$ cat config.mk
export PLATFORM = sky130hd
export DESIGN_NAME = isa_decode_stage
export DESIGN_NICKNAME = d
export VERILOG_FILES = /design/src/rtl/isa_pkg.sv /design/src/rtl/isa_decode_stage_btn_step_sync.sv /design/src/rtl/isa_decode_stage.sv
export SDC_FILE = /design/constraint.sdc
export NUM_CORES = 1
export LEC_CHECK = 0
export ABC_AREA = 1
export ABC_CLOCK_PERIOD_IN_PS = 1200
export BUFFER_PORTS_ARGS = -buffer_cell sky130_fd_sc_hd__buf_4
export CAP_MARGIN = 10
export CORE_AREA = 2 2 70 72
export DETAILED_ROUTE_END_ITERATION = 7
export DIE_AREA = 0 0 72 74
export GPL_TIMING_DRIVEN = 0
export PLACE_DENSITY = 0.78
export RECOVER_POWER = 100
export SYNTH_ARGS = -nofsm -noshare
export SYNTH_HDL_FRONTEND = slang
export SYNTH_SLANG_ARGS = --single-unit
export TNS_END_PERCENT = 5
$ cat constraint.sdc
create_clock -name clk -period 1.2 [get_ports clk]
set_input_delay 0.12 -clock clk [delete_from_list [all_inputs] [get_ports clk]]
set_output_delay 0.12 -clock clk [all_outputs]
set_load 0.05 [all_outputs]
$ cat src/rtl/isa_pkg.sv
// isa_pkg
// Shared decode definitions for the ISA decode stage and its neighbours.
// Holds the opcode constants, the opcode class enum, and helpers that derive
// the opcode class and the instruction field positions from the widths in use.
package isa_pkg;

   // Opcode class seen by the register file / ALU
   typedef enum logic [1:0] {
      CLS_NOP,
      CLS_LDI,
      CLS_ALU,
      CLS_HALT
   } op_class_e;

   localparam int OP_W_DEFAULT = 4;
   localparam int OP_NOP       = 0;
   localparam int OP_LDI       = 1;
   // HALT is the all-ones opcode; this constant is for the default opcode width
   // and op_halt() gives the value for any other width.
   localparam int OP_HALT      = (1 << OP_W_DEFAULT) - 1;

   // All-ones opcode for an opcode field op_w bits wide
   function automatic int op_halt(input int op_w);
      return (1 << op_w) - 1;
   endfunction

   // Map an opcode value to its class; everything between LDI and HALT is ALU
   function automatic op_class_e op_class(input logic [31:0] op, input int op_w);
      if (op == 32'(OP_NOP)) return CLS_NOP;
      if (op == 32'(OP_LDI)) return CLS_LDI;
      if (op == 32'(op_halt(op_w))) return CLS_HALT;
      return CLS_ALU;
   endfunction

   // LSB position of a field: slot 0 is the opcode, slot 1 rd, slot 2 rs,
   // each packed directly below the previous one from the top of the word
   function automatic int field_lsb(input int instr_w, input int op_w,
                                    input int reg_aw, input int slot);
      return instr_w - op_w - slot * reg_aw;
   endfunction

endpackage

$ cat src/rtl/isa_decode_stage_btn_step_sync.sv
// btn_step_sync
// Front-panel button conditioner: brings an asynchronous button into the clock
// domain through a two-flop synchroniser and emits a single-cycle pulse on each
// rising edge. The pulse itself is registered, so a press shows up three clock
// edges after the button rises.
// Ports:
//   clk        - system clock
//   rst        - asynchronous active-high reset
//   btn        - raw asynchronous button level
//   step_pulse - one-cycle pulse per button press
module btn_step_sync (
   input  logic clk,
   input  logic rst,
   input  logic btn,
   output logic step_pulse
);

   logic sync1;
   logic sync2;
   logic sync2_d;

   // Synchroniser chain, a delayed copy for edge detection, and the
   // registered edge pulse; all cleared so a held button after reset
   // still reads as a fresh press.
   always_ff @(posedge clk or posedge rst) begin
      if (rst) begin
         sync1      <= 1'b0;
         sync2      <= 1'b0;
         sync2_d    <= 1'b0;
         step_pulse <= 1'b0;
      end else begin
         sync1      <= btn;
         sync2      <= sync1;
         sync2_d    <= sync2;
         step_pulse <= sync2 & ~sync2_d;
      end
   end

endmodule

$ cat src/rtl/isa_decode_stage.sv
// isa_decode_stage
// One registered pipeline stage of instruction decode between fetch and the
// register file / ALU. Instructions arrive on a valid/ready handshake, are
// split into opcode, register addresses and immediate, and the class enables
// are produced alongside. Issue is either free running or one instruction per
// button press, and the stage freezes after a HALT is accepted.
// Ports:
//   clk, rst                 - clock, asynchronous active-high reset
//   instr, instr_valid       - incoming instruction and its valid
//   instr_ready              - stage accepts an instruction this cycle
//   btn, step_mode           - raw step button, 1 = button-stepped issue
//   dec_valid, dec_ready     - downstream handshake for the decoded outputs
//   opcode, rd_addr, rs_addr, imm - decoded fields
//   rd_en, rs_en, wr_en, imm_en   - class enables
//   halted                   - HALT accepted, stage frozen
//   retired                  - count of instructions handed downstream
module isa_decode_stage
   import isa_pkg::*;
#(
   parameter int INSTR_W = 16,
   parameter int OP_W    = 4,
   parameter int REG_AW  = 4,
   parameter int IMM_W   = 8,
   parameter int CNT_W   = 16
) (
   input  logic               clk,
   input  logic               rst,
   input  logic [INSTR_W-1:0] instr,
   input  logic               instr_valid,
   output logic               instr_ready,
   input  logic               btn,
   input  logic               step_mode,
   output logic               dec_valid,
   input  logic               dec_ready,
   output logic [OP_W-1:0]    opcode,
   output logic [REG_AW-1:0]  rd_addr,
   output logic [REG_AW-1:0]  rs_addr,
   output logic [IMM_W-1:0]   imm,
   output logic               rd_en,
   output logic               rs_en,
   output logic               wr_en,
   output logic               imm_en,
   output logic               halted,
   output logic [CNT_W-1:0]   retired
);

   localparam int OP_LSB = field_lsb(INSTR_W, OP_W, REG_AW, 0);
   localparam int RD_LSB = field_lsb(INSTR_W, OP_W, REG_AW, 1);
   localparam int RS_LSB = field_lsb(INSTR_W, OP_W, REG_AW, 2);

   typedef enum logic [1:0] {
      ST_RUN,
      ST_STEP_WAIT,
      ST_STEP_GO,
      ST_HALTED
   } state_e;

   state_e            state;
   logic              token;
   logic              step_pulse;
   logic              accept;
   logic              can_issue;

   logic [OP_W-1:0]   dec_op;
   logic [REG_AW-1:0] dec_rd;
   logic [REG_AW-1:0] dec_rs;
   logic [IMM_W-1:0]  dec_imm;
   op_class_e         dec_cls;
   logic              dec_rd_en;
   logic              dec_rs_en;
   logic              dec_wr_en;
   logic              dec_imm_en;

   btn_step_sync u_btn_step_sync (
      .clk        (clk),
      .rst        (rst),
      .btn        (btn),
      .step_pulse (step_pulse)
   );

   assign dec_op  = instr[OP_LSB +: OP_W];
   assign dec_rd  = instr[RD_LSB +: REG_AW];
   assign dec_rs  = instr[RS_LSB +: REG_AW];
   assign dec_imm = instr[IMM_W-1:0];
   assign dec_cls = op_class(32'(dec_op), OP_W);

   // Class enables for the incoming instruction; NOP and HALT touch nothing
   always_comb begin
      dec_rd_en  = 1'b0;
      dec_rs_en  = 1'b0;
      dec_wr_en  = 1'b0;
      dec_imm_en = 1'b0;
      case (dec_cls)
         CLS_LDI: begin
            dec_rd_en  = 1'b1;
            dec_wr_en  = 1'b1;
            dec_imm_en = 1'b1;
         end
         CLS_ALU: begin
            dec_rd_en = 1'b1;
            dec_rs_en = 1'b1;
            dec_wr_en = 1'b1;
         end
         default: ;
      endcase
   end

   // Ready is forced low while reset is applied so nothing can be taken
   // in the reset cycle; otherwise we issue when the mode allows it and the
   // output register is empty or being drained this cycle.
   assign can_issue   = (state == ST_RUN) || (state == ST_STEP_GO);
   assign instr_ready = !rst && can_issue && (!dec_valid || dec_ready);
   assign accept      = instr_valid && instr_ready;

   // Issue-control FSM with the step token and the halted flag. The token
   // is set by a press (even while already set, so a press coinciding with
   // an acceptance is kept for the next step), consumed by an acceptance and
   // dropped whenever step mode is off. HALTED is left only through reset.
   always_ff @(posedge clk or posedge rst) begin
      if (rst) begin
         state  <= ST_RUN;
         token  <= 1'b0;
         halted <= 1'b0;
      end else begin
         case (state)
            ST_HALTED: begin
               state <= ST_HALTED;
               token <= 1'b0;
            end
            default: begin
               token <= step_mode && (step_pulse || (token && !accept));
               if (accept && dec_cls == CLS_HALT) begin
                  state  <= ST_HALTED;
                  halted <= 1'b1;
               end else if (!step_mode) begin
                  state <= ST_RUN;
               end else if (step_pulse || (token && !accept)) begin
                  state <= ST_STEP_GO;
               end else begin
                  state <= ST_STEP_WAIT;
               end
            end
         endcase
      end
   end

   // Decode output register and retired counter. The register only loads on
   // acceptance, so it holds while downstream stalls; valid drops when the
   // held entry is consumed with nothing new behind it.
   always_ff @(posedge clk or posedge rst) begin
      if (rst) begin
         dec_valid <= 1'b0;
         opcode    <= '0;
         rd_addr   <= '0;
         rs_addr   <= '0;
         imm       <= '0;
         rd_en     <= 1'b0;
         rs_en     <= 1'b0;
         wr_en     <= 1'b0;
         imm_en    <= 1'b0;
         retired   <= '0;
      end else begin
         if (accept) begin
            dec_valid <= 1'b1;
            opcode    <= dec_op;
            rd_addr   <= dec_rd;
            rs_addr   <= dec_rs;
            imm       <= dec_imm;
            rd_en     <= dec_rd_en;
            rs_en     <= dec_rs_en;
            wr_en     <= dec_wr_en;
            imm_en    <= dec_imm_en;
         end else if (dec_ready) begin
            dec_valid <= 1'b0;
         end
         if (dec_valid && dec_ready) begin
            retired <= retired + CNT_W'(1);
         end
      end
   end

endmodule

* Word-level counts from Yosys, hierarchy flattened *
Index checks and enable logic that the tools add are counted.

word-level totals
  word-level logic and storage cells = 67
  bits of input ports = 22
  register bits after elaboration = 48
  output and inout bits = 43

cells by class
  multiplexer cells = 22
  bitwise logic cells = 3
  equal/unequal tests = 7
  reductions and logical operators = 18
  add/sub/neg operators = 1

operators by type and width
  operator                                                               count
  2-bit 2-to-1 mux                                                       10
  16-bit by 1-bit adder with 16-bit output, second input constant        1
  1-bit 2-to-1 mux                                                       12
  2-bit equality test, second input constant                             4
  1-bit logical AND                                                      7
  4-bit by 1-bit equality test with 1-bit output, second input constant  1
  4-bit equality test, second input constant                             1
  4-bit logical NOT                                                      1
  1-bit logical NOT                                                      3
  1-bit logical OR                                                       3
  2-bit by 1-bit equality test with 1-bit output, second input constant  1
  2-bit logical NOT                                                      1
  1-bit NOT                                                              2
  2-bit AND reduction                                                    1
  2-bit nonzero test                                                     1
  2-bit OR reduction                                                     1
  1-bit AND                                                              1

* Longest topological paths before layout *
  depth after elaboration = 12
  gate-level depth with buffers = 8
  mapped depth without buffers = 8

* Hierarchy *
Synthesis repeated with hierarchy kept, for this count alone.

unflattened totals
  cells, all modules = 220
  area total of the unflattened synthesis = 1,965.6 um^2

modules (own cells, without submodules)
  module            area each (um^2)  seq. area each (um^2)  instances  cells each
  isa_decode_stage  1,851.8           1,001.0                1          213
  btn_step_sync     113.9             100.1                  1          7

* Worst setup path after synthesis *
OpenSTA, ideal clock, no wires.

  path kind = reg2out
  start point = register dec_valid
  end point = output instr_ready
  data required time = 1.080 ns
  data arrival time = 1.805 ns
  cell stages (with the launch flop) = 4
  path buffers = 0
  path slack = -0.725 ns
  cells stage by stage = dfrtp_1 > inv_1 > nor2_2 > nor3_1

between the ends
  word-level cells in the longest chain between the ends = 3

ends and longest elaborated chain
  what                    RTL line                 source
  from (decl)             isa_decode_stage.sv:33   output logic dec_valid,
  from (signal assigned)  isa_decode_stage.sv:152  dec_valid <= 1'b0;
  from (signal assigned)  isa_decode_stage.sv:164  dec_valid <= 1'b1;
  from (signal assigned)  isa_decode_stage.sv:174  dec_valid <= 1'b0;
  1-bit logical NOT       isa_decode_stage.sv:112  assign instr_ready = !rst && can_issue && (!dec_valid || dec_ready);
  1-bit logical OR        isa_decode_stage.sv:112
  1-bit logical AND       isa_decode_stage.sv:112
  to (decl)               isa_decode_stage.sv:30   output logic instr_ready,

No other way between the ends.

* Worst setup path in the final report *
Ends and elaborated chain as after synthesis.

==> impl_metrics.py <==
metrics = {
    "synthesis": {
        "synth.net_count": 243,
        "ys_warn_count": 0,
        "yosys.area.top_type": "dfrtp_1",
        "avgSynthCellArea_sq_um": 9.08,
        "yosysSeqAreaShare_pct": 55.9,
        "synth_area_leaders": "dfrtp_1, nand2_1, inv_1, nand4_1, xnor2_1",
        "synthesis.area_sq_um": 1970,
        "ys_seq_elements": 44,
        "synth_top_area_share_pct": 55.9,
        "syn_inst": 217,
        "synthDistinctLibCells": 23,
    },
    "placed_design": {
        "dp.cells": 336,
        "io_buffers": 64,
        "gp_congestion": 0.793,
        "dp_hpwl_mm": 3.02,
        "place_area_sq_um": 2580,
        "place_ws_ns": -0.0889,
    },
    "detailed_routing": {
        "met2RoutedLength_mm": 2.01,
        "route.detailed.drc": 0,
        "drt_wl_total_mm": 3.99,
        "vias_per_cell": 4.67,
        "wl_met3_um": 302,
        "met1Wirelength_mm": 1.65,
        "drt_pass1_iterations": 4,
        "vias": 1626,
        "drtIter0Drc": 24,
        "wl_per_cell_um": 11.5,
        "postRouteAntennaNets": 0,
        "top_layer": "met4",
    },
    "floorplan": {
        "rows": 25,
        "design.portCount": 65,
        "dieArea_sq_um": 5330,
        "dieHeight_um": 74,
        "initial_core_util_pct": 42.8,
        "core_area_sq_um": 4600,
        "die_w_um": 72,
    },
    "cells_and_area": {
        "final_common_cell": "nand2_1",
        "area_growth_pct": 34.2,
        "finalNonFillerCells": 348,
        "drive_gt1_share_pct": 35.7,
        "diodes": 0,
        "nets": 319,
        "final_area_sq_um": 2640,
        "final_cell_mix": "nand2_1, dfrtp_1, buf_4",
    },
    "sta": {
        "worst_pin_slew_ns": 0.749,
        "slew_violations": 0,
        "layout_worst_path_cycle_share_pct": 103,
        "max_freq_mhz": 812,
        "layout_setup_ws_ns": -0.0311,
        "maxSlewHeadroom_pct": 50.0,
        "final.min_clock_period_ns": 1.23,
        "finalHoldViolCount": 0,
        "setup_viol": 6,
        "fin_skew_ns": 0.00345,
        "rsz0062_at_grt": "yes",
    },
    "grt": {
        "grt_first_pass_wirelength_mm": 6.86,
        "grt_usage_pct": 16.6,
        "grt_antenna_before_repair": 0,
        "grt_overflow": 0,
        "grt_max_degree": 27,
        "grt_pass1_vias": 1628,
    },
    "setup_path": {
        "slowest_stage": "dfrtp_2",
        "end_kind": "output port",
        "worst-endpoint-required_ns": 1.08,
        "crit_buf_inv": 2,
        "path_cells": "inv_2 > nor2_4 > nor3_4 > buf_6",
        "path_delay_family": "flip-flops",
        "max_stage_delay_ns": 0.41,
        "path_class": "reg2out",
        "crit_path_max_fanout": 2,
        "timing.critical_path.from": "dec_valid",
        "startpoint_type": "flip-flop",
        "r2r_start": "retired[0]",
        "cp.arrival_ns": 1.11,
    },
    "clock_tree": {
        "cts_tree": "done",
        "clk_latency_ns": 0.29,
        "htree_levels": 2,
        "clkTransAtPathRegs_ns": 0.08,
        "clock_sinks": 44,
        "cts_made_buffers": 5,
        "clockBufferDepth": 2,
        "cts_root_buf": "clkbuf_8",
    },
    "power": {
        "finalPower_mw": 4.96,
        "ir_drop_mv": 0.923,
        "power_density_nw_per_um2": 1880,
        "cellLeakagePower_nw": 1.46,
    },
    "run_status": {
        "violations": "setup timing",
        "status": "finished, violations left",
    },
    "min_path": {
        "hold_class": "in2reg",
        "min_from": "instr[11]",
    },
    "run": {
        "cap_violations": 0,
    },
}
worst reg2reg max path, stage by stage, from the launching register on:
cell and delay, ns:
dfrtp_2 0.42, ha_4 0.16, nand3_4 0.09, nor3_4 0.20, buf_4 0.15, xor2_1 0.13
final timing paths:
path | cells past startpoint | to | slack [ns]
worst min register to register | 0 | u_btn_step_sync.sync2 | 0.35
min in group asynchronous | 3 | imm_en | 0.55
worst max-delay path | 4 | instr_ready | -0.03
max in group asynchronous | 4 | state[0] | 0.05
worst max register to register | 5 | retired[6] | -0.02
worst min-delay path | 3 | rd_addr[3] | 0.02
registers in the layout, summed over array words and instances (netlist names):
| name | flops |
|---|---|
| token | 1 |
| wr_en | 1 |
| opcode | 4 |
| u_btn_step_sync.sync1 | 1 |
| imm_en | 1 |
| u_btn_step_sync.step_pulse | 1 |
| imm | 4 |
| dec_valid | 1 |
| u_btn_step_sync.sync2_d | 1 |
| retired | 16 |
| u_btn_step_sync.sync2 | 1 |
| state | 2 |
| rs_addr | 4 |
| rd_addr | 4 |
| halted | 1 |
| rs_en | 1 |
power by group:
group	total, mW	switching, mW	internal, mW
clock	0.946	0.476	0.470
combinational	2.02	1.46	0.563
sequential	1.99	0.232	1.76
layout make-up:
type	instances	area [sq um]
buffer	8	63.8
clock buffer	8	90.1
fill	429	1950
inverter	26	100
multi-input combinational	139	747
sequential	44	1110
tap	54	67.6
timing repair buffer	69	462
what timing repair did:
action / CTS / global route
gates resized for setup: 1 / 5
setup endpoints to repair: 16 / 35
hold buffers: 2 / 0
pin swaps: 3 / 3
setup buffers: 2 / 0
endpoints found under the hold margin: 19 / 0
per-stage QoR:
step | util, % | hold slack (ns) | setup TNS, ns
2_1_floorplan | - | 0.151 | -4.26
3_3_place_gp | 55.8 | 0.230 | -26.41
3_5_place_dp | 56.2 | 0.181 | -0.807
4_1_cts | 59.0 | 0.0126 | -0.400
5_1_grt | 57.5 | 0.0130 | -3.96
6_report | 57.5 | 0.0171 | -0.0774
per-layer routing:
metal  vias up  track usage (%)
met3         5             5.69
met2        50             29.4
met1       764             19.2
met5         -                0
li1        807                -
met4         0             5.03
cell usage after synthesis:
library cell and instances:
or2_1 1, ha_1 4, xnor2_1 6, buf_4 6
o21ai_1 5, nand3_4 1, nand3_1 3, dfrtp_1 44
inv_4 1, nor3_1 3, nand2_1 85, xor2_1 4
nand2_2 1, nor2_4 1, nand2_4 1, buf_6 2
inv_2 1, nor2_1 11, inv_1 24, nand4_1 9
nand3_2 1, nor2_2 2, nor3_4 1
cells by family after synthesis:
logic type                 Yosys count  share of synthesized area [%]
and+or+nand+nor                    120                           27.3
DFF                                 44                           55.9
buffers and inverters               34                           8.51
xor gates and xnor gates            10                           4.45
AOI/OAI and AO/OA                    5                           1.27
adders and majority gates            4                           2.54
No activity file was read; power rests on OpenSTA's default activity.
